[src/rtl/fetch_buffer.sv]
// Decoupling queue between fetch and decode: stores whole fetch packets and
// issues one instruction (or one fault marker) per cycle in program order.
module fetch_buffer #(
  parameter int DEPTH   = 4,
  parameter int FETCH_W = 2,
  parameter int ADDR_W  = 32,
  parameter int INSTR_W = 32
) (
  input  logic                       clk_i,
  input  logic                       rst_ni,
  input  logic                       flush_i,
  input  logic                       in_valid_i,
  output logic                       in_ready_o,
  input  logic [ADDR_W-1:0]          in_pc_i,
  input  logic [FETCH_W-1:0]         in_mask_i,
  input  logic [FETCH_W*INSTR_W-1:0] in_data_i,
  input  logic                       in_fault_i,
  output logic                       out_valid_o,
  input  logic                       out_ready_i,
  output logic [ADDR_W-1:0]          out_pc_o,
  output logic [INSTR_W-1:0]         out_instr_o,
  output logic                       out_fault_o,
  output logic [$clog2(DEPTH+1)-1:0] occupancy_o
);

  localparam int PTR_W  = $clog2(DEPTH);
  localparam int CNT_W  = $clog2(DEPTH+1);
  localparam int SLOT_W = (FETCH_W > 1) ? $clog2(FETCH_W) : 1;

  logic [ADDR_W-1:0]               pc_q   [DEPTH];
  logic [FETCH_W-1:0][INSTR_W-1:0] data_q [DEPTH];
  logic [FETCH_W-1:0]              mask_q [DEPTH];
  logic [DEPTH-1:0]                fault_q;
  logic [PTR_W-1:0]                rd_q, wr_q;
  logic [CNT_W-1:0]                count_q;

  logic [FETCH_W-1:0] head_mask, rem_next;
  logic [SLOT_W-1:0]  slot;
  logic               head_fault, push, pop, retire;

  assign head_mask  = mask_q[rd_q];
  assign head_fault = fault_q[rd_q];

  // The head entry's mask is cleared in place as slots issue, so it doubles
  // as the remaining mask; a fresh entry at the head starts with its full mask.
  always_comb begin
    slot = '0;
    for (int i = FETCH_W - 1; i >= 0; i--) begin
      if (head_mask[i]) slot = SLOT_W'(i);
    end
  end

  assign rem_next = head_mask & ~(FETCH_W'(1) << slot);

  assign in_ready_o  = (count_q < CNT_W'(DEPTH));
  assign out_valid_o = (count_q != '0);
  assign occupancy_o = count_q;

  // Empty packets without a fault carry nothing to issue, so they are not stored.
  assign push   = in_valid_i & in_ready_o & ~flush_i & ((|in_mask_i) | in_fault_i);
  assign pop    = out_valid_o & out_ready_i & ~flush_i;
  assign retire = pop & (head_fault | ~(|rem_next));

  assign out_pc_o    = out_valid_o ? (pc_q[rd_q] + ADDR_W'({slot, 2'b00})) : '0;
  assign out_instr_o = (out_valid_o & ~head_fault) ? data_q[rd_q][slot] : '0;
  assign out_fault_o = out_valid_o & head_fault;

  always_ff @(posedge clk_i) begin
    if (push) begin
      pc_q[wr_q]   <= in_pc_i;
      data_q[wr_q] <= in_data_i;
    end
  end

  always_ff @(posedge clk_i or negedge rst_ni) begin
    if (!rst_ni) begin
      count_q <= '0;
      rd_q    <= '0;
      wr_q    <= '0;
      fault_q <= '0;
      for (int i = 0; i < DEPTH; i++) mask_q[i] <= '0;
    end else if (flush_i) begin
      count_q <= '0;
      rd_q    <= '0;
      wr_q    <= '0;
    end else begin
      if (push) begin
        mask_q[wr_q]  <= in_mask_i;
        fault_q[wr_q] <= in_fault_i;
        wr_q          <= wr_q + PTR_W'(1);
      end
      // A push never targets the head slot while entries are queued, so the
      // in-place mask update cannot collide with the write above.
      if (pop) begin
        if (retire) rd_q <= rd_q + PTR_W'(1);
        else        mask_q[rd_q] <= rem_next;
      end
      case ({push, retire})
        2'b10:   count_q <= count_q + CNT_W'(1);
        2'b01:   count_q <= count_q - CNT_W'(1);
        default: count_q <= count_q;
      endcase
    end
  end

endmodule

[config.mk]
export PLATFORM = sky130hd
export DESIGN_NAME = fetch_buffer
export DESIGN_NICKNAME = d
export VERILOG_FILES = /design/src/rtl/fetch_buffer.sv
export SDC_FILE = /design/constraint.sdc
export NUM_CORES = 1
export LEC_CHECK = 0
export BUFFER_PORTS_ARGS = -buffer_cell sky130_fd_sc_hd__buf_2
export CORE_ASPECT_RATIO = 2
export CORE_MARGIN = 4
export CORE_UTILIZATION = 30
export CTS_BUF_LIST = sky130_fd_sc_hd__clkbuf_16
export DETAILED_ROUTE_END_ITERATION = 6
export GPL_TIMING_DRIVEN = 0
export REMOVE_ABC_BUFFERS = 1
export SYNTH_ARGS = -nofsm -noshare
export SYNTH_HDL_FRONTEND = slang
export SYNTH_SLANG_ARGS = --single-unit
export TNS_END_PERCENT = 20
[constraint.sdc]
create_clock -name clk_i -period 4.37 [get_ports clk_i]
set_input_delay 0.2185 -clock clk_i [delete_from_list [all_inputs] [get_ports clk_i]]
set_output_delay 0.2185 -clock clk_i [all_outputs]
set_load 0.02 [all_outputs]
# Yosys cells after proc, flatten, opt, wreduce, memory -nomap -nowiden
# Memory sizes are Yosys's and may differ from the RTL's.
# Index checks and enable logic that the tools add are counted.
# totals
register_bits	19
n_memories	2
output_inout_bits	70
ramBits	384
# op_classes
order_cmp	9
muxes	33
n_addsub	5
n_bitwise	17
shifts	1
reduce_logical	12
n_eq_ne	2
# mem_list
memory	depth	word_bits	read_ports	rd_clocked_by_memory_dff	wr	line	source
data_q	4	64	1	0	1	31	logic [FETCH_W-1:0][INSTR_W-1:0] data_q [DEPTH];
pc_q	4	32	1	0	1	30	logic [ADDR_W-1:0] pc_q [DEPTH];
# ops
op	count
32-bit 2-to-1 mux	4
32-bit by 3-bit adder with 32-bit output	1
8-bit 2-to-1 mux	4
2-bit 2-to-1 mux	9
8-bit bitwise mux	2
1-bit bitwise AND	8
2-bit demux with 2-bit select	2
3-bit >= comparator, second input constant	2
2-bit by 3-bit less-than comparator with 1-bit output, second input constant	2
3-bit by 1-bit less-than comparator with 1-bit output, second input constant	2
1-bit 2-to-1 mux	6
2-bit NOT with 3-bit output	2
3-bit case mux with 2 select lines	1
2-bit nonzero test	3
3-bit nonzero test	2
2-bit by 1-bit adder with 2-bit output, second input constant	2
2-bit binary-select mux with 2-bit select	1
4-bit bitwise mux	1
2-bit AND reduction	2
2-bit OR reduction	2
3-bit by 1-bit adder with 3-bit output, second input constant	1
1-bit logical AND	3
3-bit less-than comparator, second input constant	1
3-bit 2-to-1 mux	1
12 further kinds	15

# Depth between registers and ports, before layout
# Gate-level depths: netlist (run 1).
# logic_depth
ltp_word	16
mapped_depth	14
ltp_nobuf	9

# Worst setup path after synthesis (run 1)
# OpenSTA, ideal clock, no wires.
# synth_timing
path_kind	reg-to-output
from	register rd_q[0]
to	output out_pc_o[30]
arrival_ns	3.584
path_stages_with_launch	15
slack_ns	0.568
cell_sequence	dfrtp_1 > buf_6 > buf_12 > buf_12 > mux4_1 > nand2b_1 > clkbuf_1 > inv_2 > buf_2 > ha_1 > ha_1 > nand3_2 > nor3b_2 > or4b_1 > a21oi_1
# synth_between
elab_chain_cells	8
# synth_lines
element	line	source
from (decl)	34	logic [PTR_W-1:0] rd_q, wr_q;
from (signal assigned)	95	if (retire) rd_q <= rd_q + PTR_W'(1);
2-bit NOT with 3-bit output (implied by the code)	41	assign head_mask = mask_q[rd_q];
2-bit binary-select mux with 2-bit select	41	
2-bit 2-to-1 mux (implied by the code) (2 in series)	41	
1-bit 2-to-1 mux (2 in series)	49	if (head_mask[i]) slot = SLOT_W'(i);
32-bit by 3-bit adder with 32-bit output *	64	assign out_pc_o = out_valid_o ? (pc_q[rd_q] + ADDR_W'({slot, 2'b00})) : '0;
32-bit 2-to-1 mux *	64	
to (decl)	20	output logic [ADDR_W-1:0] out_pc_o,
# Every way passes the cells marked *; elsewhere a longest branch is shown, timed or not. The select of a mux whose other input is x is not followed.

# Final worst setup path (run 1)
# layout_timing
from	register rd_q[1]
to	output out_pc_o[26]
# Same word-level chain as after synthesis.

==> results of run 1 <==
## cell usage after synthesis (2+ instances only)
| cell type | n | area, um^2 |
|---|---|---|
| xor2_1 | 6 | 52.6 |
| a21oi_1 | 49 | 245 |
| a31oi_1 | 2 | 12.5 |
| nand4_1 | 7 | 43.8 |
| nor2b_1 | 3 | 18.8 |
| and4_1 | 2 | 17.5 |
| or4_1 | 6 | 45.0 |
| mux2i_1 | 8 | 80.1 |
| o41ai_1 | 5 | 43.8 |
| nand3_1 | 5 | 25.0 |
| or4b_1 | 4 | 40.0 |
| o31ai_1 | 6 | 45.0 |
| a221o_1 | 4 | 40.0 |
| and3_1 | 7 | 43.8 |
| or3_1 | 2 | 12.5 |
| o21ai_0 | 2 | 10.0 |
| nor3_1 | 4 | 20.0 |
| buf_6 | 2 | 22.5 |
| buf_2 | 13 | 65.1 |
| mux4_1 | 19 | 499 |
| xnor2_1 | 6 | 52.6 |
| a41o_1 | 2 | 20.0 |
| mux4_2 | 80 | 1800 |
| nand2b_1 | 3 | 18.8 |
| ha_1 | 10 | 125 |
| buf_4 | 4 | 30.0 |
| dfrtp_1 | 19 | 475 |
| nor4_1 | 2 | 12.5 |
| inv_1 | 12 | 45.0 |
| mux2_2 | 6 | 67.6 |
| buf_12 | 2 | 40.0 |
| nor2_1 | 21 | 78.8 |
| nand2_1 | 87 | 327 |
| clkbuf_1 | 20 | 75.1 |
| and2_1 | 11 | 68.8 |
| edfxtp_1 | 384 | 11500 |
| or2_2 | 3 | 18.8 |
## timing repair
action / in CTS / in global routing
hold endpoints to repair: 405 / 0
resized for setup: 8 / 4
gates cloned: 2 / 2
setup endpoints to repair: 62 / 10
hold buffers: 98 / 0
setup buffers: 7 / 0
pin swaps: 0 / 2
## worst max path at each step
stage | slack [ns] | from | depth (start not counted) | to
after floorplan | -3.00 | rd_q[0] | 9 | out_pc_o[24]
after global placement | -7.56 | rd_q[0] | 10 | out_pc_o[12]
after detailed placement | -1.39 | rd_q[1] | 11 | out_pc_o[18]
after CTS | 0.006 | rd_q[1] | 11 | out_pc_o[26]
after global routing | 0.002 | rd_q[1] | 11 | out_pc_o[26]
final | 0.22 | rd_q[1] | 11 | out_pc_o[26]
## critical path: cells and delay by family (launching register included)
kind            cells  cell delay [ns]
simple gates        4             1.24
buf+inv             3             0.56
fa+ha+maj           2             0.52
flops               1             0.50
mux                 1             0.36
compound gates      1             0.16
## flip-flops by register name, summed over array words and instances, names as in the netlist
register	count
data_q	256
pc_q	128
mask_q	8
fault_q	4
occupancy_o	3
rd_q	2
wr_q	2
## metrics by stage
| stage | TNS, ns | setup slack, ns |
|---|---|---|
| global route | 0 | 0.00165 |
| CTS | 0 | 0.00589 |
| global placement | -934.21 | -7.56 |
| floorplan | -145.68 | -3.00 |
| finish | 0 | 0.224 |
| detailed placement | -19.20 | -1.39 |
## power by group through the flow
stage | combinational [mW] | clock, mW | sequential [mW]
after floorplan | 2.18 | 0 | 4.92
after global placement | 3.05 | 0 | 5.02
after detailed placement | 3.49 | 0 | 4.81
after CTS | 3.81 | 3.30 | 4.63
after global routing | 4.09 | 3.45 | 4.65
final | 3.77 | 3.16 | 4.63
## final cells by class
| type | count | area share [%] |
|---|---|---|
| sequential | 403 | 58.5 |
| multi-input combinational | 392 | 20.2 |
| timing repair buffer | 290 | 10.9 |
| clock buffer | 39 | 4.75 |
| tap | 676 | 4.12 |
| clock inverter | 29 | 0.993 |
| inverter | 13 | 0.396 |
| antenna | 5 | 0.0609 |
| timing repair inverter | 1 | 0.0426 |
## metal layers
metal	track usage (%)	vias to the layer above	wire length [um]	share of wire (%)
li1	-	4051	-	-
met1	14.4	4630	14500	36
met2	25.9	251	22800	56
met3	1.96	76	1600	3.9
met4	5.99	0	1600	3.9
met5	0	-	0	0
## logic make-up after synthesis
kind of cell	Yosys count	share of synthesized area, %
XOR/XNOR	13	0.740
buffers and inverters	55	1.74
AO/OA/AOI/OAI	73	2.70
AND/OR/NAND/NOR	180	5.74
multiplexers	114	15.0
adder cells (fa/ha/maj)	11	0.885
flip-flops	403	73.2
==> parameters.txt, run 1 <==
Parameter                              Value

Place
  Quantity of I/O buffers inserted on ports ... 173
  Placer Congestion ... 0.783
  Placement-stage cell area ... between 15000 and 20000 um^2
  Placed cells ... 1666
  Detail Placement HPWL ... approximately 24 mm

Hold path
  Source of the worst hold timing path ... in_mask_i[0]
  Instance count along the most critical hold path ... 3
  Endpoint of the worst hold-timing path ... mask_q[0]
  Min-delay worst type ... in -> reg

CTS
  Depth of the CTS H-tree ... 2
  Clock Root Buffer ... clkbuf_16
  Clock-pin transition on the worst setup and hold timing paths ... ~0.07 ns
  Clock tree from TritonCTS ... yes
  Clock tree sinks ... 403
  Number of buffers between clock root and the deepest sink ... 3
  Number of buffers inserted during clock tree synthesis ... 38
  Clock latency at the later pin of the worst-skew pair ... 0.53 ns

Setup path
  Cell depth of the worst flop-to-flop path ... 11
  Worst Setup Start Kind ... flip-flop
  Worst path slowest cell ... dfrtp_4
  Crit Reg-Reg Endpoint ... occupancy_o[2]
  Critical path peak fanout ... 28
  Startpoint of the most critical register-to-register path ... rd_q[0]
  Worst Setup End Kind ... output port
  Stage delay of the slowest cell on the critical path ... approximately 0.5 ns
  Setup slack, reg-to-reg ... 0.87 ns
  CP Cell Sequence ... buf_16, mux4_1, nand2b_4, inv_12, ha_1, ha_4, nand3_4, nor3b_4, or4b_1, a21oi_1, buf_2
  Critical path class ... reg -> out
  Data required time of the worst path ... 4.15 ns
  Arrival time at the worst endpoint ... slightly below 4 ns

Pwr
  Switching power of the nets ... 3.76 mW
  Total design power ... 11.6 mW
  P_leak ... 7.00 nW
  VDD IR max ... 0.355 mV
  Internal power of the cells ... 7.80 mW
  Clock network fraction of design power ... 27.4%
  Combinational group share of total power ... 32.6%
  Switching part of the total power ... between 30% and 40%
  PwrDens ... about 560 nW/um^2
  Share of power burned in registers ... 40.0%

STA
  Final clock skew ... 0.0147 ns
  Number of slew-limit violations in the final report ... 0
  Least-Margin Pin Slew ... 1.08 ns
  Worst hold slack after final layout ... approximately 0.05 ns
  Max Fclk ... around 0.24 GHz
  Setup repair after global routing missed its margin ... false
  Slew HR ... 28.0%
  Final Cycle Share ... 94.9%
  Final setup vio count ... 0
  Final hold violation count ... 0
  Fin crit period ... 4.15 ns

Layout
  Area of all sequential standard cells ... approximately 12000 um^2
  Fillcell total ... 5002
  Final core utilization ... 37.8%
  Final non-filler cell total ... 1848
  Most used cells in the layout excluding fill and tap cells ... edfxtp_1, buf_2, dlygate4sd3_1
  Multi-input gate area in the final layout ... a little over 4000 um^2
  Area added between synthesis and finish ... 25.2%
  Commonest non-fill, non-tap cell in the layout ... edfxtp_1
  Final instance area ... ~20000 um^2
  Share of cells above drive strength 1 ... 30.6%
  Post-layout nets ... 1254

Routing
  Wire length after detailed routing ... between 40 and 50 mm
  DR vias ... 9008
  Iteration-0 DRC Markers ... 506
  Pre-antenna DRT Iters ... 6
  Final ANT Viol Nets ... 0
  Post-DR wirelength/cell ... 21.9 um
  DRC Markers ... 0
  Mean number of vias per cell ... 4.87

Synth
  Netlist cell types ... 58
  Sequential element share of the synthesized area ... roughly three quarters
  Share of synthesized flip-flops with an asynchronous set or reset ... ~4.7%
  Number of enable flip-flop cells after synthesis ... 384
  Gate count of the mapped netlist ... 849
  Total of warnings raised by yosys ... 0
  Post-synthesis instance area ... roughly 16000 um^2
  Mean area per synthesized cell ... 19.3 um^2
  Commonest register cell after synthesis ... edfxtp_1
  Flops & latches, synth ... 403

Run status
  Outcome ... complete, no violations

Floorplanning
  Initial standard-cell utilization of the core ... 30.2%
  I/O pin cnt ... between 150 and 200
  Chip height ... 339 um
  Floorplan die area ... 58700 um^2
  Die width ... 173 um
  Core Region ... 54400 um^2
  Number of rows in the core area ... about 120

Global routing
  Global-route wire length before repair ... 59.8 mm
  Antenna violations before repair ... 5
  Overall fraction of global-route tracks in use ... between 10% and 20%
  Via count of the first global-routing pass ... 9858
  Pin count of the biggest net entering global routing ... 71
  Remaining global-route overflow ... 0

Flow run
  Number of max-capacitance violations reported ... 0
Note: power is estimated with default switching activity, not from simulation.
==> run 2: changes to the inputs <==
--- a/config.mk
+++ b/config.mk
@@ -5,6 +5,7 @@
 export SDC_FILE = /design/constraint.sdc
 export NUM_CORES = 1
 export LEC_CHECK = 0
+export ABC_AREA = 1
 export BUFFER_PORTS_ARGS = -buffer_cell sky130_fd_sc_hd__buf_2
 export CORE_ASPECT_RATIO = 2
 export CORE_MARGIN = 4
@@ -12,6 +13,7 @@
 export CTS_BUF_LIST = sky130_fd_sc_hd__clkbuf_16
 export DETAILED_ROUTE_END_ITERATION = 6
 export GPL_TIMING_DRIVEN = 0
+export PLACE_DENSITY = 0.44
 export REMOVE_ABC_BUFFERS = 1
 export SYNTH_ARGS = -nofsm -noshare
 export SYNTH_HDL_FRONTEND = slang
==> parameters.txt, run 2 <==
Parameter                              Value

Run status
  Outcome ... complete, no violations

Setup path
  Critical path buffer and inverter count ... 5 (+2)
  Arrival time at the worst endpoint ... 3.85 ns (-0.08 ns)
  Stage delay of the slowest cell on the critical path ... 0.46 ns (-0.04 ns)
  Worst path slowest cell ... dfrtp_4
  Critical path peak fanout ... 79 (+180%)
  Kind of cell with the highest combined delay on the critical path ... buffers and inverters
  CP Cell Sequence ... buf_4, buf_4, buf_16, o21ai_0, o22ai_1, ha_1, ha_1, inv_1, nor2_4, nand2_4, nor2_4, nand3_1, nand2_1, nand2_1, nor2_1, buf_2
  Worst Setup Start Kind ... flip-flop
  Worst Setup End Kind ... output port
  Data required time of the worst path ... 4.15 ns (about the same)
  Critical path class ... reg -> out

Synth
  Post-synthesis instance area ... 17700 um^2 (+8.0%)
  Sequential element share of the synthesized area ... 67.7% (-5.5 points)
  Number of enable flip-flop cells after synthesis ... 384 (unchanged)
  Gate count of the mapped netlist ... 1692 (+99%)
  Cell taking the most area after synthesis ... edfxtp_1
  Netlist cell types ... 37 (-36%)
  Most frequent cells after synthesis ... nand2_1, edfxtp_1, nand3_1, nor2_1, a21oi_1
  Top post-synthesis cells by area ... edfxtp_1, nand2_1, nand3_1
  Most instantiated library cell after synthesis ... nand2_1
  Share of synthesized flip-flops with an asynchronous set or reset ... 4.71% (unchanged)
  Flops & latches, synth ... 403 (unchanged)
  Commonest register cell after synthesis ... edfxtp_1
  Mean area per synthesized cell ... 10.5 um^2 (-46%)
  Total of warnings raised by yosys ... 0 (unchanged)
  Share of the synthesized area in the top cell type ... 65.1% (-5.2 points)

Routing
  Mean number of vias per cell ... 4.78 (-2.0%)
  DR vias ... 13200 (+47%)
  Pre-antenna DRT Iters ... 5 (-1)
  Wire length after detailed routing ... 55.2 mm (+36%)
  DRC Markers ... 0 (unchanged)
  Iteration-0 DRC Markers ... 717 (+42%)
  Post-DR wirelength/cell ... 20.0 um (-9.0%)
  Final ANT Viol Nets ... 0 (unchanged)

Pwr
  P_leak ... 8.78 nW (+25%)
  VDD IR max ... 0.330 mV (-7.0%)
  Total design power ... 9.56 mW (-17%)
  PwrDens ... 427 nW/um^2 (-24%)

CTS
  Number of buffers inserted during clock tree synthesis ... 41 (+7.9%)
  Depth of the CTS H-tree ... 2 (unchanged)
  Number of buffers between clock root and the deepest sink ... 3 (unchanged)
  Clock-pin transition on the worst setup and hold timing paths ... 0.07 ns (about the same)
  Clock latency at the later pin of the worst-skew pair ... 0.56 ns (+0.03 ns)
  Clock tree sinks ... 403 (unchanged)
  Clock Root Buffer ... clkbuf_16
  Clock tree from TritonCTS ... yes

Floorplanning
  I/O pin cnt ... 174 (unchanged)
  Number of rows in the core area ... 125 (+3.3%)
  Core Region ... 58300 um^2 (+7.3%)
  Floorplan die area ... 63300 um^2 (+7.8%)
  Die width ... 180 um (+3.8%)
  Chip height ... 352 um (+3.9%)
  Initial standard-cell utilization of the core ... 30.4% (+0.20 points)

Layout
  Share of cells above drive strength 1 ... 15.7% (-15 points)
  Commonest non-fill, non-tap cell in the layout ... nand2_1
  Area added between synthesis and finish ... 26.4%
  Biggest registers after layout ... data_q: 256 flops, pc_q: 128 flops, mask_q: 8 flops
  Most used cells in the layout excluding fill and tap cells ... nand2_1, edfxtp_1, nand3_1
  Max reg flops ... 256 (unchanged)
  Register with the most flip-flops ... data_q
  Post-layout nets ... 2083 (+66%)

Global routing
  Via count of the first global-routing pass ... 13500 (+36%)
  Antenna violations before repair ... 7 (+2)
  Global-route wire length before repair ... 83.1 mm (+39%)
  Pin count of the biggest net entering global routing ... 125 (+76%)
  Remaining global-route overflow ... 0 (unchanged)
  Overall fraction of global-route tracks in use ... 17.1% (+3.6 points)

STA
  Final setup vio count ... 0 (unchanged)
  Least-Margin Pin Slew ... 0.953 ns (-0.127 ns)
  Accumulated negative setup slack ... 0 ns (unchanged)
  Setup repair after global routing missed its margin ... false
  Max Fclk ... 0.246 GHz (+1.8%)
  Slew HR ... 36.5% (+8.5 points)
  Number of slew-limit violations in the final report ... 0 (unchanged)
  Final Cycle Share ... 93.2% (-1.7 points)
  Final hold violation count ... 0 (unchanged)
  Post-route worst setup slack ... 0.298 ns (+0.0736 ns)
  Fin crit period ... 4.07 ns (-0.0736 ns)
  Final clock skew ... 0.0286 ns (+0.0139 ns)

Place
  Quantity of I/O buffers inserted on ports ... 173 (unchanged)
  Placer Congestion ... 0.907 (+16%)
  Detail Placement HPWL ... 32.9 mm (+40%)
  DP Worst Slack ... -1.30 ns (+0.0920 ns)

Flow run
  Number of max-capacitance violations reported ... 0 (unchanged)

Hold path
  Min-delay worst type ... in -> reg
run 2: worst min-delay path: stages:
cell	delay [ns]
buf_2	0.08
inv_1	0.11
nand2_1	0.10
o211a_1	0.13
run 2: cells by family (layout without fill, tap and decap cells):
family                   count (synthesis)  count (layout)  share of synthesized area (%)
AO/OA/AOI/OAI                          112             113                           3.61
XOR/XNOR                                 5               5                          0.247
adder cells (fa/ha/maj)                 11              11                          0.819
buffers and inverters                  141             447                           3.65
flip-flops                             403             403                           67.7
multiplexers                             4               4                          0.254
other                                    0               6                              0
AND/OR/NAND/NOR                       1016            1016                           23.7
run 2: what timing repair did:
item	4_1_cts	5_1_grt
pin swaps	2	2
endpoints found under the hold margin	411	0
gates resized for setup	15	3
endpoints found under the setup margin	62	11
gates cloned	8	0
hold buffers	100	0
buffers inserted	9	3
run 2: through the flow:
step / area [um^2] / util [%] / std cells / hold WS (ns)
2_1_floorplan: 17300 / - / 1607 / -0.0771
3_3_place_gp: 19100 / 32.8 / 2542 / 0.212
3_5_place_dp: 19800 / 33.9 / 2568 / 0.210
4_1_cts: 22400 / 38.3 / 2758 / 0.0779
5_1_grt: 22400 / 38.4 / 2764 / 0.114
6_report: 22400 / 38.4 / 2767 / 0.102
run 2: power breakdown:
| group | switching (mW) | internal, mW | leakage [nW] | total, mW |
|---|---|---|---|---|
| combinational | 1.14 | 0.555 | 4.39 | 1.69 |
| sequential | 0.0497 | 4.38 | 3.72 | 4.43 |
| clock | 1.48 | 1.96 | 0.671 | 3.44 |
| total | 2.67 | 6.89 | 8.78 | 9.56 |
run 2: layer usage:
layer / part of all wire, % / GRT usage, % / vias to the layer above
met5: 0.024 / 0 / -
met3: 3.9 / 2.58 / 94
li1: - / - / 6356
met2: 54 / 33.2 / 311
met1: 39 / 19.0 / 6454
met4: 3.0 / 5.74 / 2
run 2: path summary, 6_finish.rpt:
check | startpoint | endpoint | slack, ns | depth (start not counted)
worst min-delay path | in_mask_i[0] | mask_q[6] | 0.10 | 4
max in group asynchronous | rst_ni | rd_q[1] | 3.84 | 2
worst max-delay path | rd_q[0] | out_pc_o[26] | 0.30 | 16
min in group asynchronous | rst_ni | wr_q[0] | 0.15 | 2
worst min register to register | fault_q[1] | fault_q[1] | 0.51 | 1
worst max register to register | occupancy_o[2] | data_q[1][48] | 1.40 | 8
run 2: layout make-up:
type | count | area [um^2]
fill | 5706 | 35900
sequential | 403 | 12000
multi-input combinational | 1149 | 5160
timing repair buffer | 315 | 2700
clock buffer | 43 | 1080
tap | 762 | 953
inverter | 56 | 245
clock inverter | 31 | 220
timing repair inverter | 2 | 17.5
antenna | 6 | 15.0
